File: config.mk
export PLATFORM = sky130hd
export DESIGN_NAME = seq_div_12by6_flat
export DESIGN_NICKNAME = d
export VERILOG_FILES = /design/src/rtl/seq_div_12by6_if.sv /design/src/rtl/seq_div_12by6.sv /design/src/flat_wrapper.sv
export SDC_FILE = /design/constraint.sdc
export NUM_CORES = 1
export LEC_CHECK = 0
export ABC_AREA = 1
export CAP_MARGIN = 15
export CORE_UTILIZATION = 47
export DETAILED_ROUTE_END_ITERATION = 16
export GPL_ROUTABILITY_DRIVEN = 0
export GPL_TIMING_DRIVEN = 0
export PLACE_DENSITY = 0.75
export SLEW_MARGIN = 20
export SYNTH_ARGS = -nofsm -noshare
export SYNTH_HDL_FRONTEND = slang
export SYNTH_SLANG_ARGS = --single-unit
File: constraint.sdc
create_clock -name clk -period 2 [get_ports clk]
set_clock_uncertainty 0.1 [all_clocks]
set_input_delay 0.2 -clock clk [delete_from_list [all_inputs] [get_ports clk]]
set_output_delay 0.2 -clock clk [all_outputs]
set_load 0.02 [all_outputs]
File: src/rtl/seq_div_12by6_if.sv
// Handshake and operand/result bundle for the sequential 12-by-6 divider.
// The master issues start with operands; the slave (divider) returns registered results.
interface seq_div_12by6_if #(
    parameter int DW_DVD = 12,
    parameter int DW_DVS = 6
);
    logic              start;
    logic [DW_DVD-1:0] dividend;
    logic [DW_DVS-1:0] divisor;
    logic              ready;
    logic              done;
    logic [DW_DVD-1:0] quotient;
    logic [DW_DVS-1:0] remainder;
    logic              div_by_zero;

    modport master (
        output start, dividend, divisor,
        input  ready, done, quotient, remainder, div_by_zero
    );

    modport slave (
        input  start, dividend, divisor,
        output ready, done, quotient, remainder, div_by_zero
    );
endinterface

File: src/rtl/seq_div_12by6.sv
// Sequential unsigned restoring divider, one quotient bit per clock.
// The dividend register doubles as the quotient shift register during CALC.
//
//   state | meaning
//   ------+------------------------------------------------------------
//   IDLE  | ready=1, waiting for start; operands captured on accept
//   CALC  | one restoring step per edge, DW_DVD steps in total
//   DONE  | done=1 for one cycle, results already registered
module seq_div_12by6 #(
    parameter int DW_DVD = 12,
    parameter int DW_DVS = 6,
    parameter int CW     = 4
) (
    input  logic              clk,
    input  logic              rst_n,
    seq_div_12by6_if.slave    bus
);

    typedef enum logic [1:0] {
        S_IDLE = 2'd0,
        S_CALC = 2'd1,
        S_DONE = 2'd2
    } state_t;

    state_t            state_q, state_d;
    logic [DW_DVD-1:0] dvd_q, dvd_d;
    logic [DW_DVS-1:0] dvs_q, dvs_d;
    logic [DW_DVS:0]   rem_q, rem_d;
    logic [CW-1:0]     cnt_q, cnt_d;
    logic [DW_DVD-1:0] quot_q, quot_d;
    logic [DW_DVS-1:0] remo_q, remo_d;
    logic              dbz_q, dbz_d;

    // One bit wider than the partial remainder so the compare sees every stored bit.
    logic [DW_DVS+1:0] trial;
    logic [DW_DVS:0]   diff;
    logic              ge;

    always_comb begin
        trial = {rem_q, dvd_q[DW_DVD-1]};
        ge    = (trial >= {2'b00, dvs_q});
        diff  = trial[DW_DVS:0] - {1'b0, dvs_q};
    end

    always_comb begin
        state_d = state_q;
        dvd_d   = dvd_q;
        dvs_d   = dvs_q;
        rem_d   = rem_q;
        cnt_d   = cnt_q;
        quot_d  = quot_q;
        remo_d  = remo_q;
        dbz_d   = dbz_q;

        case (state_q)
            S_IDLE: begin
                if (bus.start) begin
                    dvd_d = bus.dividend;
                    dvs_d = bus.divisor;
                    rem_d = '0;
                    cnt_d = '0;
                    if (bus.divisor == '0) begin
                        quot_d  = '1;
                        remo_d  = '0;
                        dbz_d   = 1'b1;
                        state_d = S_DONE;
                    end else begin
                        state_d = S_CALC;
                    end
                end
            end

            S_CALC: begin
                rem_d = ge ? diff : trial[DW_DVS:0];
                dvd_d = {dvd_q[DW_DVD-2:0], ge};
                cnt_d = cnt_q + 1'b1;
                // Last step: publish the finished quotient/remainder in the same edge.
                if (cnt_q == CW'(DW_DVD - 1)) begin
                    quot_d  = dvd_d;
                    remo_d  = rem_d[DW_DVS-1:0];
                    dbz_d   = 1'b0;
                    state_d = S_DONE;
                end
            end

            S_DONE: begin
                state_d = S_IDLE;
            end

            default: begin
                state_d = S_IDLE;
            end
        endcase
    end

    always_ff @(posedge clk or negedge rst_n) begin
        if (!rst_n) begin
            state_q <= S_IDLE;
            dvd_q   <= '0;
            dvs_q   <= '0;
            rem_q   <= '0;
            cnt_q   <= '0;
            quot_q  <= '0;
            remo_q  <= '0;
            dbz_q   <= 1'b0;
        end else begin
            state_q <= state_d;
            dvd_q   <= dvd_d;
            dvs_q   <= dvs_d;
            rem_q   <= rem_d;
            cnt_q   <= cnt_d;
            quot_q  <= quot_d;
            remo_q  <= remo_d;
            dbz_q   <= dbz_d;
        end
    end

    assign bus.ready       = (state_q == S_IDLE);
    assign bus.done        = (state_q == S_DONE);
    assign bus.quotient    = quot_q;
    assign bus.remainder   = remo_q;
    assign bus.div_by_zero = dbz_q;

endmodule
File: src/flat_wrapper.sv
// flat-port wrapper written by rule: the top's interface ports become plain ports
module seq_div_12by6_flat 
#(
    parameter int DW_DVD = 12,
    parameter int DW_DVS = 6,
    parameter int CW     = 4
)
  (clk, rst_n, bus_start, bus_dividend, bus_divisor, bus_ready, bus_done, bus_quotient, bus_remainder, bus_div_by_zero);
  seq_div_12by6_if #(.DW_DVD(DW_DVD), .DW_DVS(DW_DVS)) bus_i ();
  input  logic clk;
  input  logic rst_n;
  input wire logic [$bits(bus_i.start)-1:0] bus_start;
  input wire logic [$bits(bus_i.dividend)-1:0] bus_dividend;
  input wire logic [$bits(bus_i.divisor)-1:0] bus_divisor;
  output wire logic [$bits(bus_i.ready)-1:0] bus_ready;
  output wire logic [$bits(bus_i.done)-1:0] bus_done;
  output wire logic [$bits(bus_i.quotient)-1:0] bus_quotient;
  output wire logic [$bits(bus_i.remainder)-1:0] bus_remainder;
  output wire logic [$bits(bus_i.div_by_zero)-1:0] bus_div_by_zero;
  assign bus_i.start = bus_start;
  assign bus_i.dividend = bus_dividend;
  assign bus_i.divisor = bus_divisor;
  assign bus_ready = bus_i.ready;
  assign bus_done = bus_i.done;
  assign bus_quotient = bus_i.quotient;
  assign bus_remainder = bus_i.remainder;
  assign bus_div_by_zero = bus_i.div_by_zero;
  seq_div_12by6 #(.DW_DVD(DW_DVD), .DW_DVS(DW_DVS), .CW(CW)) u_core (.clk(clk), .rst_n(rst_n), .bus(bus_i));
endmodule
-- Word level (Yosys, flattened, before mapping)
Index checks and enable logic that the tools add are counted.
- output and inout port bits: 21
- flip-flop bits (word level): 50
- input bits: 21
- magnitude comparators: 1
- reductions and logical operators: 7
- add/subtract/negate cells: 2
- equality and inequality tests: 6
- mux-type cells: 23
- operator list (operator ; count):
    $mux W12 ; 4
    $pmux W12 S2 ; 2
    $mux W6 ; 3
    $mux W7 ; 2
    $pmux W7 S2 ; 1
    $pmux W6 S2 ; 1
    $ge A8 B6 Y1 ; 1
    $pmux W4 S2 ; 1
    $sub A7 B6 Y7 ; 1
    $logic_not A6 Y1 ; 1
    $mux W2 ; 3
    $reduce_and A2 Y1 ; 3
    $add A4 B1 Y4 const B ; 1
    $eq A4 B4 Y1 const B ; 1
    $mux W4 ; 1
    $ne A2 B1 Y1 const B ; 2
    $pmux W2 S2 ; 1
    $reduce_and A4 Y1 ; 1
    $mux W1 ; 3
    $eq A2 B1 Y1 const B ; 1
    $eq A2 B2 Y1 const B ; 1
    $logic_not A2 Y1 ; 1
    $ne A2 B2 Y1 const B ; 1
    $pmux W1 S2 ; 1
    $reduce_bool A2 Y1 ; 1

-- Logic depth before layout (Yosys ltp)
- depth after elaboration: 4
- gate-level depth with buffers: 13
- gate-level depth less buffers: 12

-- Worst setup path after synthesis
No wires, ideal clock.
- path kind: flip-flop to flip-flop
- start: register u_core.dvd_q[11]
- end: register u_core.remo_q[1], in the netlist u_core.bus.remainder[1]
- data required time: 1.835 ns
- stages on the path, launching flop included: 13
- path slack: -0.008 ns
- buffers on the path: 1
- arrival: 1.843 ns
- path through: dfrtp_1 > inv_1 > ha_1 > inv_1 > fa_1 > nand3_1 > nand2_1 > nand2_1 > nand3_1 > buf_2 > o21ai_0 > nand3_1 > nand2_1
- cells in the longest elaborated chain, start to end: 4
- RTL lines (element ; line ; text):
    from (decl) ; seq_div_12by6.sv:26 ; logic [DW_DVD-1:0] dvd_q, dvd_d;
    from (signal assigned) ; seq_div_12by6.sv:108 ; dvd_q <= dvd_d;
    $sub A7 B6 Y7 / $ge A8 B6 Y1 (equally long branches) ; seq_div_12by6.sv:42, seq_div_12by6.sv:41 ;
    $mux W7 * ; seq_div_12by6.sv:74 ; rem_d = ge ? diff : trial[DW_DVS:0];
    $mux W6 * ; seq_div_12by6.sv:78 ; if (cnt_q == CW'(DW_DVD - 1)) begin
    $pmux W6 S2 * ; seq_div_12by6.sv:55 ; case (state_q)
    to (signal assigned) ; seq_div_12by6.sv:113 ; remo_q <= remo_d;
    to (decl) ; seq_div_12by6.sv:31 ; logic [DW_DVS-1:0] remo_q, remo_d;
Every way passes the cells marked *; elsewhere a longest branch is shown, timed or not. The select of a mux whose other input is x is not followed.
A chain may end at the register's enable or synchronous reset.

-- Final worst setup path
- start: register u_core.rem_q[1]
- end: register u_core.rem_q[4]
- cells in the longest elaborated chain, start to end: 3
- RTL lines (element ; line ; text):
    from (decl) ; seq_div_12by6.sv:28 ; logic [DW_DVS:0] rem_q, rem_d;
    from (signal assigned) ; seq_div_12by6.sv:110 ; rem_q <= rem_d;
    $sub A7 B6 Y7 / $ge A8 B6 Y1 (equally long branches) ; seq_div_12by6.sv:42, seq_div_12by6.sv:41 ;
    $mux W7 * ; seq_div_12by6.sv:74 ;
    $pmux W7 S2 * ; seq_div_12by6.sv:55 ;
Every way passes the cells marked *; elsewhere a longest branch is shown, timed or not.

==> flow_metrics.tcl <==
set metrics [dict create \
    starting_density_of_the_core_pct 49.9 \
    max_clock_freq_mhz 499 \
    die_w_um 73.8 \
    register_area_um2 1250 \
    final_critical_path_setup_slack_ns -0.00316 \
    fill_cells 426 \
    hold-worst-slack_ns 0.333 \
    final-setup-viol-count 1 \
    min_period_over_period_pct 100 \
    cts_inserted_buffers 5 \
    timing.reg2reg.setup_slack_ns -0.003 \
    violated_checks "setup timing" \
    via_count 2137 \
    syn-num-nets 322 \
    worstSetupStartpoint "u_core.rem_q[1]" \
    maxCapViolations 0 \
    synth-seq-cells 50 \
    cts.clk_slew.worst_paths_ns 0.09 \
    synth_top_family_by_area "simple AND/OR/NAND/NOR gates" \
    grt_pass1_wl_mm 9.04 \
    synth-xor-area-share_pct 1.45 \
    rsz_0062_raised_after_global_routing "true" \
    clock_sinks 50 \
    post_synth_edffs 0 \
    postPlaceCellArea_um2 2930 \
    postRouteAntennaNets 0 \
    cts-htree-levels 2 \
    max_buffers_root_to_sink 2 \
    largest_net_degree_at_the_start_of_global_routing 27 \
    totalWireLength_mm 5.61 \
    clock-root-buffer "sky130_fd_sc_hd__clkbuf_8" \
    drive_above_1_share_pct 16.2 \
    crit_path_cell_trace "ha_2, nand3_1, nor2_1, nand2_2, nand3_4, buf_6, nand2_2, nand2_2, nand2_1, nand2_1" \
    required_arrival_time_at_the_worst_endpoint_ns 2.13 \
    antenna_found_initial 0 \
    portBuffers 41 \
    muxShareOfSynthArea_pct 0 \
    synth_adder_area_share_pct 4.44 \
    fin_nets 379 \
    yosysWarningCount 0 \
    crit_path_top_delay_cell "sky130_fd_sc_hd__dfrtp_1" \
    multi_input_logic_area_um2 1110 \
    crit_path_max_incr_delay_ns 0.41 \
    holdCritPathClass "in2async" \
    routed_wl_per_cell_um 13.4 \
    grt_use_total_pct 22.0 \
    place.detailed.hpwl_mm 3.87 \
    fp.dieH_um 73.8 \
    r2r_cells 10 \
    outcome "finished with violations" \
    r2r-start "u_core.rem_q[1]" \
    path_max_fanout 6 \
    dr.pass1.iters 5 \
    drv_slew 0 \
    cell_pwr_density_nw_per_um2 1980 \
    syn-mean-instance-area_um2 8.26 \
    placed_cells 402 \
    finalInstanceArea_um2 3220 \
    layout.core_utilization_pct 66.4 \
    peakVddDrop_v 0.000971 \
    worstSetupEndpoint "u_core.rem_q[4]" \
    clock_tree_from_tritoncts "done" \
    floorplan.rows 25 \
    drcViolationCount 0 \
    area_growth_pct 32.9 \
    crit_path_end_kind "flop" \
    vias_in_the_first_global_route 2022 \
    slew_headroom_pct 61.7 \
    power_leakage_nw 1.52 \
    reg2reg_to "u_core.rem_q[4]" \
    via_cell_ratio 5.11 \
    post_synth_inst_count 293 \
    sequential_fraction_of_the_synthesis_area_pct 51.7 \
    fin_setup_tns_ns -0.00316 \
    tightest_slew_ns 0.575 \
    timing.final.hold_violations 0 \
    post_synth_and_or_nand_nor_area_fraction_pct 23.9 \
    top_ff_cell_synth "sky130_fd_sc_hd__dfrtp_1" \
    synth.distinct_cells 28 \
    final_period_minus_worst_setup_slack_ns 2.00 \
    first_iter_violations 134 \
    pin_count 42 \
    grt.overflow.total 0 \
    insertion_delay_ns 0.29 \
    worstPathArrival_ns 2.14 \
    proportion_of_synthesized_flip_flops_having_asynchronous_set_or_reset_pct 100 \
    path_common_cell "sky130_fd_sc_hd__nand2_2" \
    syn_area_um2 2420 \
    worstSetupStartpointType "flop" \
    antennaDiodeCount 0 \
    std_cell_core_area_um2 4850 \
    fin_cells 418 \
    worst-setup-path-type "reg2reg" \
    synth_compound_area_share_pct 11.2 \
    die_area_um2 5440 \
]
==> layout by cell type, fill, tap and decap left out, drive strengths merged, types with 2 or more instances in the layout <==
cell type and n:
ha 7, nand3 16, nand2 87, clkbuf 13
clkinv 2, xor2 4, buf 13, dfrtp 50
a21oi 6, nand4 3, o211ai 2, inv 30
o21ai 34, o22ai 4, nor2 28, nor3 4
clkdlybuf4s50 40
==> logic make-up (layout without fill, tap and decap cells) <==
| group | count (synthesis) | after routing |
|---|---|---|
| XOR/XNOR | 4 | 4 |
| AO/OA/AOI/OAI | 50 | 50 |
| buffers and inverters | 42 | 100 |
| AND/OR/NAND/NOR | 139 | 139 |
| flip-flops | 50 | 50 |
| adder cells (fa/ha/maj) | 8 | 8 |
==> repair_timing <==
item	4_1_cts	5_1_grt
gates cloned	1	0
gates resized for setup	17	28
hold endpoints to repair	24	0
pin swaps	3	5
buffers inserted	3	3
endpoints found under the setup margin	14	16
hold buffers	1	0
==> routing by layer <==
layer / share of wire (%) / track usage (%) / wire length (µm) / up-vias
met5: 0 / 0 / 0 / -
met4: 1.6 / 6.62 / 88 / 0
met3: 4.7 / 3.16 / 264 / 10
met2: 48 / 35.0 / 2700 / 65
met1: 45 / 31.2 / 2550 / 1005
li1: - / - / - / 1057
==> cells in the mapped netlist, drive strengths merged (2+ instances only) <==
library cell / instances / share of area [%]
clkbuf: 7 / 1.1
nand3: 16 / 3.5
nor3: 4 / 0.83
ha: 7 / 3.6
dfrtp: 50 / 52
o211ai: 2 / 0.62
buf: 4 / 1.3
nor2: 28 / 5.1
o21ai: 34 / 7.0
a21oi: 6 / 1.2
inv: 30 / 4.8
nand4: 3 / 0.78
nand2: 87 / 13
o22ai: 4 / 1.0
xor2: 4 / 1.4
==> worst min path at each step <==
stage	start	endpoint	slack, ns	cells after the start
detailed placement	rst_n	u_core.dvs_q[1]	0.14	1
floorplan	rst_n	u_core.bus.div_by_zero	-0.20	0
global placement	u_core.rem_q[6]	u_core.rem_q[6]	0.36	2
finish	rst_n	u_core.state_q[0]	0.33	2
CTS	rst_n	u_core.state_q[0]	0.35	2
global route	bus_divisor[0]	u_core.dvs_q[0]	0.41	3
==> flip-flops by register name, indices dropped and copies added (netlist names) <==
signal                  flops
u_core.dvd_q               12
u_core.bus.remainder        6
u_core.dvs_q                6
u_core.state_q              2
u_core.bus.quotient        12
u_core.rem_q                7
u_core.bus.div_by_zero      1
u_core.cnt_q                4
==> through the flow <==
step,setup WS [ns],total power [mW]
3_3_place_gp,-0.813,4.94
6_report,-0.00316,6.38
3_5_place_dp,-0.232,5.04
5_1_grt,-0.121,6.91
2_1_floorplan,0.0113,4.03
4_1_cts,0.0116,5.89
==> where the power goes <==
part | total, mW | switching (mW) | internal (mW)
registers | 1.78 | 0.269 | 1.51
logic | 4.00 | 2.40 | 1.60
clock network | 0.599 | 0.320 | 0.278
==> worst max-delay path, delay by kind of cell (launching register included) <==
kind,cells,cell delay [ns]
adder cells (fa/ha/maj),1,0.40
buffers and inverters,1,0.14
AND/OR/NAND/NOR,8,0.89
flip-flops,1,0.41
==> final cells by class <==
cell class	count	area share [%]
Buffer	11	2.06
Sequential cell	50	38.9
Timing Repair Buffer	50	15.3
Clock inverter	2	0.389
Tap cell	67	2.60
Clock buffer	6	2.57
Inverter	31	3.77
Multi-Input combinational cell	201	34.4
(Power assumes the default switching activity.)
